## src/rtl/gip_boot_rom_fetch.sv

```systemverilog
// Boot ROM burst fetcher: turns {address, length} requests into one-word ROM reads and
// returns the words through a 3-entry credit-limited buffer with a per-burst last flag.
module gip_boot_rom_fetch (
    input  logic        rom_clock,
    input  logic        rom_reset,
    input  logic        fetch_req,
    input  logic [11:0] fetch_address,
    input  logic [2:0]  fetch_length,
    output logic        fetch_ack,
    output logic        fetch_data_valid,
    output logic [31:0] fetch_data,
    output logic        fetch_data_last,
    input  logic        fetch_data_ready,
    output logic        busy,
    output logic [11:0] rom_address,
    output logic        rom_read,
    input  logic [31:0] rom_read_data
);

    typedef enum logic [0:0] {StIdle, StBurst} state_e;

    state_e      state_q;
    logic [11:0] addr_q;
    logic [2:0]  remaining_q;
    logic        inflight_q;
    logic        inflight_last_q;
    logic [32:0] fifo_q [3];
    logic [1:0]  rd_ptr_q;
    logic [1:0]  wr_ptr_q;
    logic [1:0]  count_q;

    logic        credit_ok;
    logic        push;
    logic        pop;
    logic [32:0] head;

    function automatic logic [1:0] ptr_inc(input logic [1:0] p);
        return (p == 2'd2) ? 2'd0 : p + 2'd1;
    endfunction

    always_comb begin
        // A read may issue only if its word is guaranteed a slot, counting the one in flight.
        credit_ok        = ({1'b0, count_q} + {2'b00, inflight_q}) <= 3'd2;
        fetch_ack        = fetch_req && (state_q == StIdle) && !rom_reset;
        rom_read         = (state_q == StBurst) && credit_ok && !rom_reset;
        rom_address      = addr_q;
        push             = inflight_q;
        fetch_data_valid = (count_q != 2'd0);
        pop              = fetch_data_valid && fetch_data_ready;
        head             = fifo_q[rd_ptr_q];
        fetch_data       = fetch_data_valid ? head[32:1] : 32'd0;
        fetch_data_last  = fetch_data_valid && head[0];
        busy             = (state_q == StBurst) || inflight_q || fetch_data_valid;
    end

    always_ff @(posedge rom_clock) begin
        if (rom_reset) begin
            state_q         <= StIdle;
            addr_q          <= 12'd0;
            remaining_q     <= 3'd0;
            inflight_q      <= 1'b0;
            inflight_last_q <= 1'b0;
            rd_ptr_q        <= 2'd0;
            wr_ptr_q        <= 2'd0;
            count_q         <= 2'd0;
        end else begin
            if (fetch_ack) begin
                state_q     <= StBurst;
                addr_q      <= fetch_address;
                remaining_q <= fetch_length;
            end
            if (rom_read) begin
                addr_q          <= addr_q + 12'd1;
                inflight_last_q <= (remaining_q == 3'd0);
                if (remaining_q == 3'd0) begin
                    state_q <= StIdle;
                end else begin
                    remaining_q <= remaining_q - 3'd1;
                end
            end
            inflight_q <= rom_read;
            if (push) begin
                fifo_q[wr_ptr_q] <= {rom_read_data, inflight_last_q};
                wr_ptr_q         <= ptr_inc(wr_ptr_q);
            end
            if (pop) begin
                rd_ptr_q <= ptr_inc(rd_ptr_q);
            end
            case ({push, pop})
                2'b10:   count_q <= count_q + 2'd1;
                2'b01:   count_q <= count_q - 2'd1;
                default: count_q <= count_q;
            endcase
        end
    end

endmodule

```

## config.mk

```make
export PLATFORM = sky130hd
export DESIGN_NAME = gip_boot_rom_fetch
export DESIGN_NICKNAME = d
export VERILOG_FILES = /design/src/rtl/gip_boot_rom_fetch.sv
export SDC_FILE = /design/constraint.sdc
export NUM_CORES = 1
export LEC_CHECK = 0
export BUFFER_PORTS_ARGS = -buffer_cell sky130_fd_sc_hd__buf_4
export CORE_ASPECT_RATIO = 1.1
export CORE_MARGIN = 1
export CORE_UTILIZATION = 25
export CTS_CLUSTER_SIZE = 28
export DETAILED_ROUTE_END_ITERATION = 12
export PLACE_DENSITY = 0.5
export SYNTH_ARGS = -nofsm -noshare
export SYNTH_HDL_FRONTEND = slang
export SYNTH_SLANG_ARGS = --single-unit
```

## constraint.sdc

```tcl
create_clock -name rom_clock -period 7.1 [get_ports rom_clock]
set_clock_uncertainty 0.2 [all_clocks]
set_input_delay 0.71 -clock rom_clock [delete_from_list [all_inputs] [get_ports rom_clock]]
set_output_delay 0.71 -clock rom_clock [all_outputs]
set_load 0.005 [all_outputs]
```

==> results of run 1 <==
[through the flow]
stage	power (mW)	util	setup slack [ns]
after floorplan	1.13	-	3.03
after global placement	1.35	0.309	4.29
after detailed placement	1.36	0.309	4.28
after CTS	2.29	0.341	3.83
after global routing	2.37	0.341	3.71
final	2.25	0.341	3.95
[power breakdown]
part	leakage, nW	internal, mW	total [mW]	switching [mW]
clock network	0.302	0.618	0.916	0.298
registers	1.11	0.826	0.884	0.0582
logic	1.10	0.228	0.448	0.220
[sequential cells by signal, indices dropped and copies added, names as in the netlist, named ones only]
name / cells
rd_ptr_q: 2
remaining_q: 3
inflight_last_q: 1
rom_address: 12
wr_ptr_q: 2
state_q: 1
count_q: 2
fifo_q: 99
inflight_q: 1
[path summary, 6_finish.rpt]
kind | slack (ns) | endpoint | startpoint | cells past startpoint
setup / recovery | 3.95 | fetch_data[4] | flip-flop | 5
hold / removal | 0.28 | remaining_q[0]$_SDFF_PP0_ | remaining_q[0]$_SDFF_PP0_ | 1
setup reg to reg | 4.69 | rom_address[0]$_SDFFE_PP0P_ | count_q[0]$_SDFFE_PP0P_ | 7
hold reg to reg | 0.28 | remaining_q[0]$_SDFF_PP0_ | remaining_q[0]$_SDFF_PP0_ | 1
[per-layer routing]
layer | GRT usage | wire (um) | up-vias | part of all wire
li1 | - | - | 1709 | -
met4 | 0.0466 | 133 | 0 | 0.012
met2 | 0.207 | 5910 | 105 | 0.52
met3 | 0.0352 | 689 | 10 | 0.060
met1 | 0.122 | 4710 | 1690 | 0.41
met5 | 0 | 0 | - | 0
[logic make-up (layout without fill, tap and decap cells)]
logic type,Yosys count,after routing,synth area share
buffers and inverters,33,148,0.0250
DFF,125,125,0.679
and+or+nand+nor,134,134,0.117
xor gates and xnor gates,3,3,0.00511
adders and majority gates,7,7,0.0170
AOI/OAI and AO/OA,75,75,0.0885
muxes,35,35,0.0683
[Yosys cell counts, types with 2 or more instances]
cell | n | area, um2
a21oi_1 | 44 | 220
a22oi_1 | 2 | 15.0
a311oi_1 | 3 | 26.3
a31oi_1 | 6 | 37.5
and3_1 | 4 | 25.0
and4_1 | 2 | 17.5
buf_2 | 4 | 20.0
clkbuf_1 | 16 | 60.1
dfxtp_1 | 26 | 521
edfxtp_1 | 99 | 2970
ha_1 | 7 | 87.6
inv_1 | 13 | 48.8
mux2i_1 | 34 | 340
nand2_1 | 21 | 78.8
nand2b_1 | 3 | 18.8
nand3_1 | 5 | 25.0
nor2_1 | 78 | 293
nor3_1 | 5 | 25.0
nor3b_1 | 2 | 15.0
o211ai_1 | 7 | 52.6
o21ai_0 | 5 | 25.0
o311ai_0 | 2 | 17.5
or3_1 | 6 | 37.5
xor2_1 | 2 | 17.5
[layout make-up]
| class | count | share of cell area |
|---|---|---|
| well taps | 252 | 0.0463 |
| multi-input cells | 254 | 0.227 |
| clock inverters | 13 | 0.0288 |
| flip-flops and latches | 125 | 0.513 |
| clock buffers | 19 | 0.0636 |
| inverters | 13 | 0.00717 |
| repair buffers | 103 | 0.114 |
==> qor.txt, run 1 <==
Die footprint - 21200 um2
Horiz. Die Dim - 139 um
Maxcap violations - 0
Clk buf depth - 2
Placed insts - 747
Crit Path Class - flip-flop to output pin
Area of the multi-input gates - 1550 um2
#FFs+latches synth - 125
Most common cell after layout, fill and taps aside - buf_4
Vias in the first global route - 3654
H-tree depth - 4
Avg Cell Area, Syn - 12.5 um2
Io pins - 100
Peak VDD IR - 0.000156 V
Final std cells w/o fill - 779
Post-layout min period - 3.15 ns
CP arrival - 2.24 ns
Post-synth EDFFs - 99
Worst relative slew slack - 0.246
Grt ovf - 0
Largest net degree at the start of global routing - 39
Layout Nets - 572
Cell family with most CP delay - flip-flops
Post-route setup TNS - 0 ns
Core area - 20000 um2
Cts hold-fix bufs - 0
Power density cells - 330 nW/um2
Core Rows - 54
Sequential Area - 3500 um2
Clock Pin Slew Worst Setup and Hold Paths - 0.06 ns
Post_cts resized - 0
Status - finished with violations
Detailed-route wire length - 11400 um
CP endpoint kind - output pin
Yosys synthesis warning count - 0
Post-synthesis cell type count - 40
PortBufs - 99
Area after DPL - 6180 um2
CP max stage cell - dfxtp_2
Share of cells above drive strength 1 - 0.269
Vias - 3514
Hold Path Class - flip-flop to flip-flop
Most frequent cells in the layout - 103 x buf_4, 99 x edfxtp_1, 76 x nor2_1
Share of flip-flops with an asynchronous set or reset - 0
Initial antenna violation count - 0
First-pass GRT wire length - 18600 um
Post-Syn Nets - 470
RSZ-0062 raised after global routing - false
Die Y-Extent - 152 um
Register area share after synthesis - 0.679
Final Hold Fails - 0
Initial DRC count - 108
Hold slack - 0.282 ns
Fin crit share - 0.443
Fmax - 0.318 GHz
Ant diodes - 0
CP max stage delay - 1.07 ns
Least-Margin Pin Slew - 1.13 ns
Critical path required time - 6.19 ns
Skew-Pair Late Insertion Delay - 0.40 ns
Crit Path Max Fanout - 33
Tot GR Track Use - 0.114
Via-to-Cell Ratio - 4.51
Final ANT Viol Nets - 0
Worst Path Buf+Inv - 1
P_leak - 2.51 nW
Num CTS Buffers - 17
Synthesized cell area - 5140 um2
Setup crit start kind - flip-flop
# fillers - 2010
Violated checks - DRC
Most frequent CP cell - nor2_1
Post-CTS Setup Inserts - 0
Crit path cell chain - mux2i_1 > nor2_1 > a21oi_1 > nor2_1 > buf_4
DPL Wire Length - 7330 um
Final Max Tran Viols - 0
Starting Density - 0.257
# clock sinks - 125
Final GP Congestion - 0.769
Syn Inst Count - 412
Final Cell Area - 6810 um2
Per-cell routed wire length - 14.7 um
Area Growth Syn to Fin - 32.4%
TritonCTS clock tree - built
Primary FF master, synth - edfxtp_1
Pre-antenna DRT Iters - 8
DRC - 14
Clock root buffer - clkbuf_16
Final setup fails - 0
Note: power is estimated with default switching activity, not from simulation.
==> run 2, diff against run 1 <==
- clock period: 7.1 -> 3 ns (I/O delays scaled with it)
==> run 2 against run 1 <==
Net effect: the flow still finishes with violations (DRC); cell count is 6.4% higher; via count increased by 4.2%; cell area increased by 7.5%; hold slack worse by 0.22 ns; non-clock buffer count up 50; flip-flop and latch count did not move; routed wire length rose by 2.5%; first-iteration DRC count grew 37%; core utilization rose by 2.6 points.
==> qor.txt, run 2 (same netlist as run 1, synthesis figures left out) <==
Vias - 3661 (+4.2%)
Power density cells - 733 nW/um2 (+120%)
Worst relative slew slack - 0.605 (+0.360)
Clock Pin Slew Worst Setup and Hold Paths - 0.06 ns (about the same)
Share of cells above drive strength 1 - 0.256 (-0.0130)
Most frequent cells in the layout - 107 x buf_4, 99 x edfxtp_1, 76 x nor2_1
Die footprint - 21200 um2 (unchanged)
Violated checks - DRC
Post-layout min period - 2.69 ns
Final GP Congestion - 0.781 (+1.5%)
Skew-Pair Late Insertion Delay - 0.41 ns (about the same)
Maxcap violations - 0 (unchanged)
Area of the multi-input gates - 1560 um2 (+0.81%)
RSZ-0062 raised after global routing - false
Clk buf depth - 2 (unchanged)
Max reg flops - 99 (unchanged)
DRC - 9 (-5)
PortBufs - 99 (unchanged)
DPL Wire Length - 7660 um (+4.4%)
P_leak - 2.71 nW (+8.0%)
Post-route setup TNS - 0 ns (unchanged)
TritonCTS clock tree - built
Hold Path Class - input port to flip-flop
Layout Nets - 622 (+8.7%)
Largest net degree at the start of global routing - 45 (+15%)
Biggest register - fifo_q
Final ANT Viol Nets - 0 (unchanged)
Hold slack - 0.0591 ns (-0.223 ns)
H-tree depth - 4 (unchanged)
CP endpoint kind - output pin
Status - finished with violations
Total power - 5.36 mW (+140%)
Per-cell routed wire length - 14.1 um (-3.7%)
First-pass GRT wire length - 18900 um (+1.5%)
Vias in the first global route - 3706 (+1.4%)
Io pins - 100 (unchanged)
CP arrival - 2.19 ns (-0.05 ns)
Crit Path Class - flip-flop to output pin
Fin crit share - 0.897
Worst reg2reg startpoint - count_q[0]$_SDFFE_PP0P_
Final Hold Fails - 0 (unchanged)
Least-Margin Pin Slew - 0.591 ns (-0.541 ns)
Initial antenna violation count - 0 (unchanged)
Most common cell after layout, fill and taps aside - buf_4
Core Rows - 54 (unchanged)
Critical path required time - 2.50 ns (-3.69 ns)
Horiz. Die Dim - 139 um (unchanged)
Crit Path Max Fanout - 8 (-76%)
Die Y-Extent - 152 um (unchanged)
Final setup fails - 0 (unchanged)
Fmax - 0.372 GHz
Sequential Area - 3500 um2 (unchanged)
Peak VDD IR - 0.000363 V (+130%)
Tot GR Track Use - 0.116 (+0.00229)
CP startpoint - count_q[0]$_SDFFE_PP0P_
Starting Density - 0.257 (unchanged)
Ant diodes - 0 (unchanged)
Via-to-Cell Ratio - 4.42 (-2.1%)
# clock sinks - 125 (unchanged)
Post-layout util - 0.366 (+0.0256)
Clock root buffer - clkbuf_16
Area Growth Syn to Fin - 42.3%
Initial DRC count - 148 (+37%)
Final Max Tran Viols - 0 (unchanged)
Detailed-route wire length - 11700 um (+2.5%)
Hold Startpoint - fetch_address[6]
Core area - 20000 um2 (unchanged)
Num CTS Buffers - 17 (unchanged)
# fillers - 1970 (-2.0%)
Grt ovf - 0 (unchanged)
Setup crit start kind - flip-flop
Pre-antenna DRT Iters - 8 (unchanged)
## run 2: final timing paths
kind | cells after the start | end | slack [ns]
worst min-delay path | 4 | rom_address[6]$_SDFFE_PP0P_ | 0.06
worst max register to register | 7 | rom_address[0]$_SDFFE_PP0P_ | 0.63
worst max-delay path | 7 | rom_read | 0.31
worst min register to register | 1 | remaining_q[0]$_SDFF_PP0_ | 0.29
## run 2: what timing repair did
action,4_1_cts,5_1_grt
hold buffers,44,0
resized for setup,0,0
endpoints found under the hold margin,108,0
setup buffers,0,0
## run 2: routing by layer
metal  vias to the layer above  GRT usage  part of all wire
met3                        14     0.0434             0.059
met2                       109      0.202              0.50
met1                      1723      0.130              0.43
met5                         -          0                 0
li1                       1815          -                 -
met4                         0     0.0407             0.011
## run 2: critical path, stage by stage, from the launching register on
cell and delay [ns]:
dfxtp_1 0.45, ha_1 0.22, inv_1 0.05, ha_1 0.29, and4bb_4 0.23, o21ai_4 0.25, inv_1 0.13, buf_4 0.16
## run 2: metrics by stage
step                setup slack [ns]  cells  area, um2
finish                         0.308    829       7320
global route                   0.193    829       7320
CTS                            0.261    829       7320
detailed placement             0.616    753       6260
global placement               0.689    753       6260
floorplan                      0.274    412       5150
## run 2: cell type report
cell class                      count  area share
Tap cell                          252      0.0431
Inverter                           13     0.00666
Timing Repair Buffer              153       0.175
Multi-Input combinational cell    254       0.213
Clock inverter                     11      0.0229
Sequential cell                   125       0.477
Clock buffer                       21      0.0615
## run 2: where the power goes
| part | switching [mW] | internal, mW |
|---|---|---|
| clock | 0.722 | 1.41 |
| sequential | 0.0714 | 1.96 |
| combinational | 0.605 | 0.604 |
| total | 1.40 | 3.97 |
